File: config.mk
export PLATFORM = sky130hd
export DESIGN_NAME = inta_cascade_responder
export DESIGN_NICKNAME = d
export VERILOG_FILES = /design/src/rtl/inta_cascade_responder.sv
export SDC_FILE = /design/constraint.sdc
export NUM_CORES = 1
export LEC_CHECK = 0
export CORE_ASPECT_RATIO = 2
export CORE_MARGIN = 5
export CORE_UTILIZATION = 32
export CTS_CLUSTER_SIZE = 8
export DETAILED_ROUTE_END_ITERATION = 8
export MAX_ROUTING_LAYER = met4
export SYNTH_ARGS = -nofsm -noshare
export SYNTH_HDL_FRONTEND = slang
export SYNTH_SLANG_ARGS = --single-unit
File: constraint.sdc
create_clock -name clk -period 2.97 [get_ports clk]
set_input_delay 0.297 -clock clk [delete_from_list [all_inputs] [get_ports clk]]
set_output_delay 0.297 -clock clk [all_outputs]
set_load 0.05 [all_outputs]
File: src/rtl/inta_cascade_responder.sv
// Purpose: 8259-style INTA cycle responder. Tracks the two-pulse INTA
//          handshake, drives the cascade address as a master, decides
//          whether this device owns the vector byte, and pulses isr_set
//          on the first acknowledge.
// Ports:
//   clk, rst_n            clock (rising edge), async active-low reset
//   SP, SNGL, ICW3        master/slave, single/cascade, cascade config
//   vector_base           ICW2 T7..T3
//   int_req, int_level    resolved pending request and its level
//   inta_n                CPU acknowledge strobe (active-low, clk-synchronous)
//   cas_i                 CAS bus as seen by this device
//   cas_o, cas_oe         CAS drive value and enable (master only)
//   data_o, data_oe       vector byte and data bus enable
//   isr_set, ack_level    one-cycle ISR set pulse and acknowledged level
module inta_cascade_responder (
  input  logic       clk,
  input  logic       rst_n,
  input  logic       SP,
  input  logic       SNGL,
  input  logic [7:0] ICW3,
  input  logic [4:0] vector_base,
  input  logic       int_req,
  input  logic [2:0] int_level,
  input  logic       inta_n,
  input  logic [2:0] cas_i,
  output logic [2:0] cas_o,
  output logic       cas_oe,
  output logic [7:0] data_o,
  output logic       data_oe,
  output logic       isr_set,
  output logic [2:0] ack_level
);

  localparam int unsigned LVL_W = 3;
  localparam int unsigned VEC_W = 8;

  typedef enum logic [1:0] {
    S_IDLE = 2'd0,
    S_ACK1 = 2'd1,
    S_GAP  = 2'd2,
    S_ACK2 = 2'd3
  } state_t;

  state_t             r_state;
  state_t             w_state_nxt;

  logic               r_inta_prev;
  logic               r_valid;
  logic [LVL_W-1:0]   r_lvl;
  logic [LVL_W-1:0]   r_cas;
  logic               r_ack1_first;

  logic [LVL_W-1:0]   r_cas_o;
  logic               r_cas_oe;
  logic [VEC_W-1:0]   r_data_o;
  logic               r_data_oe;
  logic               r_isr_set;
  logic [LVL_W-1:0]   r_ack_level;

  logic               w_fall;
  logic               w_rise;
  logic               w_enter_ack1;
  logic               w_casc;
  logic               w_sel;
  logic               w_owner;
  logic               w_active;

  logic [LVL_W-1:0]   w_cas_o_nxt;
  logic               w_cas_oe_nxt;
  logic [VEC_W-1:0]   w_data_o_nxt;
  logic               w_data_oe_nxt;
  logic               w_isr_set_nxt;
  logic [LVL_W-1:0]   w_ack_level_nxt;

  // Edge detection against the previous sampled strobe.
  assign w_fall = r_inta_prev & ~inta_n;
  assign w_rise = ~r_inta_prev & inta_n;

  // Ownership decode from the values frozen at the first acknowledge.
  assign w_casc   = ~SNGL & SP & r_valid & ICW3[r_lvl];
  assign w_sel    = ~SNGL & ~SP & (r_cas == ICW3[2:0]);
  assign w_owner  = SNGL | (SP & ~w_casc) | w_sel;
  assign w_active = (r_state != S_IDLE);

  // State register.
  always_ff @(posedge clk or negedge rst_n) begin
    if (!rst_n) begin
      r_state <= S_IDLE;
    end else begin
      r_state <= w_state_nxt;
    end
  end

  // Next-state and next-output decode.
  always_comb begin
    w_state_nxt     = r_state;
    w_enter_ack1    = 1'b0;
    w_cas_oe_nxt    = 1'b0;
    w_cas_o_nxt     = '0;
    w_data_oe_nxt   = 1'b0;
    w_data_o_nxt    = '0;
    w_isr_set_nxt   = 1'b0;
    w_ack_level_nxt = '0;

    case (r_state)
      S_IDLE: begin
        if (w_fall) begin
          w_state_nxt  = S_ACK1;
          w_enter_ack1 = 1'b1;
        end
      end
      S_ACK1:  if (w_rise) w_state_nxt = S_GAP;
      S_GAP:   if (w_fall) w_state_nxt = S_ACK2;
      S_ACK2:  if (w_rise) w_state_nxt = S_IDLE;
      default: w_state_nxt = S_IDLE;
    endcase

    if (w_active && w_casc) begin
      w_cas_oe_nxt = 1'b1;
      w_cas_o_nxt  = r_lvl;
    end

    if (w_active) begin
      w_ack_level_nxt = r_lvl;
    end

    // Only the first cycle after entering ACK1 may set the ISR.
    w_isr_set_nxt = r_ack1_first & r_valid & (SNGL | SP | w_sel);

    // No valid request at the first acknowledge answers as spurious IR7.
    if ((r_state == S_ACK2) && w_owner) begin
      w_data_oe_nxt = 1'b1;
      w_data_o_nxt  = {vector_base, (r_valid ? r_lvl : 3'b111)};
    end
  end

  // Strobe history and per-sequence capture.
  always_ff @(posedge clk or negedge rst_n) begin
    if (!rst_n) begin
      r_inta_prev  <= 1'b1;
      r_valid      <= 1'b0;
      r_lvl        <= '0;
      r_cas        <= '0;
      r_ack1_first <= 1'b0;
    end else begin
      r_inta_prev  <= inta_n;
      r_ack1_first <= w_enter_ack1;
      if (w_enter_ack1) begin
        r_valid <= int_req;
        r_lvl   <= int_level;
        r_cas   <= cas_i;
      end
    end
  end

  // Registered outputs.
  always_ff @(posedge clk or negedge rst_n) begin
    if (!rst_n) begin
      r_cas_o     <= '0;
      r_cas_oe    <= 1'b0;
      r_data_o    <= '0;
      r_data_oe   <= 1'b0;
      r_isr_set   <= 1'b0;
      r_ack_level <= '0;
    end else begin
      r_cas_o     <= w_cas_o_nxt;
      r_cas_oe    <= w_cas_oe_nxt;
      r_data_o    <= w_data_o_nxt;
      r_data_oe   <= w_data_oe_nxt;
      r_isr_set   <= w_isr_set_nxt;
      r_ack_level <= w_ack_level_nxt;
    end
  end

  assign cas_o     = r_cas_o;
  assign cas_oe    = r_cas_oe;
  assign data_o    = r_data_o;
  assign data_oe   = r_data_oe;
  assign isr_set   = r_isr_set;
  assign ack_level = r_ack_level;

endmodule

* Word-level counts from Yosys, hierarchy flattened
Index checks and enable logic that the tools add are counted.
** Storage, ports and cells
- Input port bits :: 25
- Output and inout port bits :: 17
- Register bits :: 28
- Word-level logic and storage cells :: 60
** Operators by class
- Magnitude comparators :: 1
- Reductions and logical operators :: 5
- Multiplexer cells :: 15
- Eq/ne operators :: 8
- Bitwise operators :: 19
** Operators with widths (count)
- bitwise AND 1 bit :: 10
- two-way mux 3 bit :: 3
- two-way mux 2 bit :: 4
- two-way mux 8 bit :: 1
- inequality test 2 bit (second input constant) :: 4
- one-hot mux 2 bit (4 select lines) :: 1
- two-way mux 1 bit :: 5
- NOT 1 bit :: 5
- == test 2 bit (second input constant) :: 2
- < comparator 3 x 4 -> 1 bit (second input constant) :: 1
- bitwise OR 1 bit :: 4
- AND reduction 4 bit :: 1
- binary-select mux 1 bit (select 3 bit) :: 1
- == test 3 bit :: 1
- == test 2 x 1 -> 1 bit (second input constant) :: 1
- logical AND 1 bit :: 2
- logical NOT 2 bit :: 1
- nonzero test 2 bit :: 1

* Depth between registers and ports, before layout
- Depth after elaboration :: 10
- Depth in mapped cells :: 8
- Mapped depth without buffers :: 6

* Worst setup path before layout
OpenSTA, ideal clock, no wires.
- Kind :: reg-to-reg
- From :: reg r_state[1]
- To :: reg r_lvl[0]
- Arrival :: 1502 ps
- Path buffers :: 2
- Cell stages (with the launch flop) :: 8
- Path slack :: 1335 ps
- Period minus slack after synthesis :: 1635 ps
- Cell sequence :: dfrtp_1 -> inv_1 -> ha_1 -> clkbuf_1 -> nand3b_1 -> inv_1 -> clkbuf_1 -> o21ai_0
** On the way
- Cells in the longest elaborated chain, start to end :: 2
** RTL lines
- start: declaration :: RTL line 44 : state_t r_state;
- start signal: assignment :: RTL line 90 : r_state <= w_state_nxt;
- logical NOT 2 bit :: RTL line 105 : case (r_state)
- two-way mux 1 bit :: RTL line 105
- via w_enter_ack1 :: RTL line 62 : logic w_enter_ack1;
- end signal: assignment :: RTL line 150 : r_lvl <= int_level;
- end: declaration :: RTL line 49 : logic [LVL_W-1:0] r_lvl;
The timed path passes the listed nets, and every way through them passes these cells.
A chain may end at the register's enable or synchronous reset.

* Worst setup path in the final report
- From :: reg r_lvl[0]
- To :: reg r_data_o[2], in the netlist data_o[2]
** On the way
- Cells in the longest elaborated chain, start to end :: 9
** RTL lines
- binary-select mux 1 bit (select 3 bit) :: RTL line 80 : assign w_casc = ~SNGL & SP & r_valid & ICW3[r_lvl];
- two-way mux 1 bit (implied by the code) :: RTL line 80
- bitwise AND 1 bit :: RTL line 80
- NOT 1 bit :: RTL line 82 : assign w_owner = SNGL | (SP & ~w_casc) | w_sel;
- bitwise AND 1 bit :: RTL line 82
- bitwise OR 1 bit (2 in a row) :: RTL line 82
- logical AND 1 bit :: RTL line 131 : if ((r_state == S_ACK2) && w_owner) begin
- two-way mux 8 bit :: RTL line 131
- via w_data_o_nxt[2] :: RTL line 70 : logic [VEC_W-1:0] w_data_o_nxt;
- end signal: assignment :: RTL line 168 : r_data_o <= w_data_o_nxt;
- end: declaration :: RTL line 55 : logic [VEC_W-1:0] r_data_o;
The timed path passes the listed nets, and every way through them passes these cells. The select of a mux whose other input is x is not followed.

==> flow_summary.ini <==
[run_status]
status = completed

[grt]
antenna_found_initial = 0
grt_overflow = 0
busiest_layer = met2
grt_pass1_wl_um = 4520
grt_max_degree = 29
use_met1_pct = 11.8
grt_use_met3_pct = 1.23
grt_use_total_pct = 12.0
met2_usage_pct = 22.7
grt_pass1_vias = 992

[logic_synthesis]
synthTopCellsByArea = dfrtp_1 56%, nand2_1 5.9%, ha_1 4.2%, o21ai_0 2.9%, nor2_1 2.8%
async_flop_share_pct = 100
synth-seq-cells = 28
ys_seq_area_share_pct = 58.4
synth_edf_count = 0
yosysWarnings = 0
synth_top_area_cell = dfrtp_1
synth.avg_cell_area_um2 = 11.1
synthCells = 108
synth_most_common_cell = dfrtp_1
yosys.area.top_type_share_pct = 56.3
synth_ff_type = dfrtp_1
yosys-top-cells-count = 27 x dfrtp_1, 19 x nand2_1, 9 x nor2_1
synth_area_mm2 = 0.00120
syn_nets = 137
yosysUniqueCellTypes = 26

[timing]
hold_violations = 0
min_period_over_period_pct = 60.7
slew_headroom_pct = 62.0
period_needed_ns = 1.80
fmax_mhz = 554
finClkSkew_ns = 0.00657
fin_ws_ns = 1.17
tightest_slew_ns = 0.566
whs_ns = 0.406
finalMaxSlewViolations = 0
setup_viol = 0
rsz0062_at_grt = false
tns_ns = 0

[power_and_ir_drop]
power.share.combinational_pct = 48.1
pwr-share-seq_pct = 38.3
p_sw_share_pct = 41.5
p_switching_uw = 612
p_int_uw = 863
p_total_mw = 1.48
power_frac_clock_pct = 13.7
power.density_mw_per_mm2 = 859
peakVddDrop_mv = 0.399
power.leakage_nw = 0.770

[run]
cap_viol_max_count = 0

[clock_tree]
cts-root-buf = clkbuf_8
htree_levels = 1
clkSinkCount = 28
clkLatencyLatePin_ns = 0.27
clk_pin_slew_ns = 0.09
cts-hold-fix-buffers = 0
cts_inserted_buffers = 3
post_cts_buffers = 0
cts_resized = 0
clock_path_buffers = 2
tritoncts = yes

[floorplan]
io_pins = 42
die_w_um = 53.3
die_y_um = 96.6
rows = 31
die_area_mm2 = 0.00515
core_mm2 = 0.00365
start_util_pct = 32.9

[final_layout]
fillCellCount = 376
post-route-util_pct = 47.1
diodes = 0
nets = 182
drive_above_1_share_pct = 9.21
seq_area_um2 = 702
syn2layout_area_growth_pct = 43.0
final_area_mm2 = 0.00172
layout.cells.non_filler = 201
multi_input_area_um2 = 465

[place]
port_buffers = 41
place.gp.congestion = 0.729
place_area_mm2 = 0.00167
dp_cells = 197
dp_hpwl_um = 2290
pre_cts_ws_ns = 0.962

[detailed_routing]
viasPerCell = 4.50
routed-via-count = 905
drtAntennaViolNets = 0
first_pass_iters = 3
drtIter0Drc = 11
drc = 0
routedWlPerCell_um = 13.8
drt-total-wl_um = 2770

[setup_path]
cp-end-kind = flop
critPathMaxFanout = 9
start_kind = flop
crit_type = flop to flop
cp_data_arrival_time_ns = 2.00
cp.required_ns = 3.17

[worst_hold_path]
worstHoldPathType = input port to asynchronous set/reset pin
## layout make-up
type | instances | share of cell area [%]
sequential | 28 | 40.9
multi-input combinational | 71 | 27.1
inverter | 7 | 1.53
clock buffer | 4 | 2.62
timing repair buffer | 42 | 24.3
tap | 49 | 3.57
## power by group through the flow
stage / logic, mW / clock network [mW] / registers, mW
final: 0.709 / 0.201 / 0.564
after floorplan: 0.328 / 0 / 0.724
after CTS: 0.714 / 0.210 / 0.564
after global routing: 0.770 / 0.222 / 0.581
after global placement: 0.684 / 0 / 0.568
after detailed placement: 0.712 / 0 / 0.572
## registers in the layout, indices dropped and copies added (netlist names)
register,cells
r_cas,3
cas_o,3
r_lvl,3
isr_set,1
r_valid,1
r_ack1_first,1
ack_level,3
data_oe,1
r_inta_prev,1
r_state,2
cas_oe,1
data_o,8
## final timing paths
| path | from | to | slack, ns | cells past startpoint |
|---|---|---|---|---|
| setup / recovery | r_lvl[0] | data_o[2] | 1.17 | 4 |
| hold / removal | rst_n | r_lvl[0] | 0.41 | 2 |
| setup reg to reg | r_lvl[0] | data_o[2] | 1.17 | 4 |
| hold reg to reg | r_ack1_first | isr_set | 0.50 | 2 |
| max in group asynchronous | rst_n | r_inta_prev | 2.26 | 2 |
| min in group clk | r_ack1_first | isr_set | 0.50 | 2 |
## cells in the final DEF, fill, tap and decap left out, types with 2 or more instances in the layout
master,netlist,layout
nor4_1,2,2
nor2_1,9,9
a311oi_1,2,2
nand2_1,19,19
xnor2_1,3,3
dfrtp_1,27,27
clkdlybuf4s50_1,0,41
mux2i_1,2,2
o21ai_0,7,7
ha_1,4,4
nor3_1,2,2
nand3_1,2,2
a21boi_1,3,3
inv_1,7,7
and2_2,4,4
clkbuf_8,0,3
a21oi_1,3,3
## per-layer routing
metal	share of wire [%]	vias up
met1	36	422
met4	1.4	0
met5	0	-
li1	-	446
met2	57	33
met3	5.1	4
## worst max-delay path, stage by stage (launching register included)
cell	delay [ns]
dfrtp_1	0.45
mux4_2	0.54
nand2b_4	0.17
a311oi_4	0.36
a21boi_1	0.22
## cells by family (layout without fill, tap and decap cells)
group	after synthesis	in the layout	synth area share (%)
DFF	28	28	58.4
and+or+nand+nor	44	44	18.3
muxes	3	3	3.54
AOI/OAI and AO/OA	17	17	10.5
adders and majority gates	4	4	4.17
xor gates and xnor gates	3	3	2.19
buffers and inverters	9	53	2.81
(Power assumes the default switching activity.)
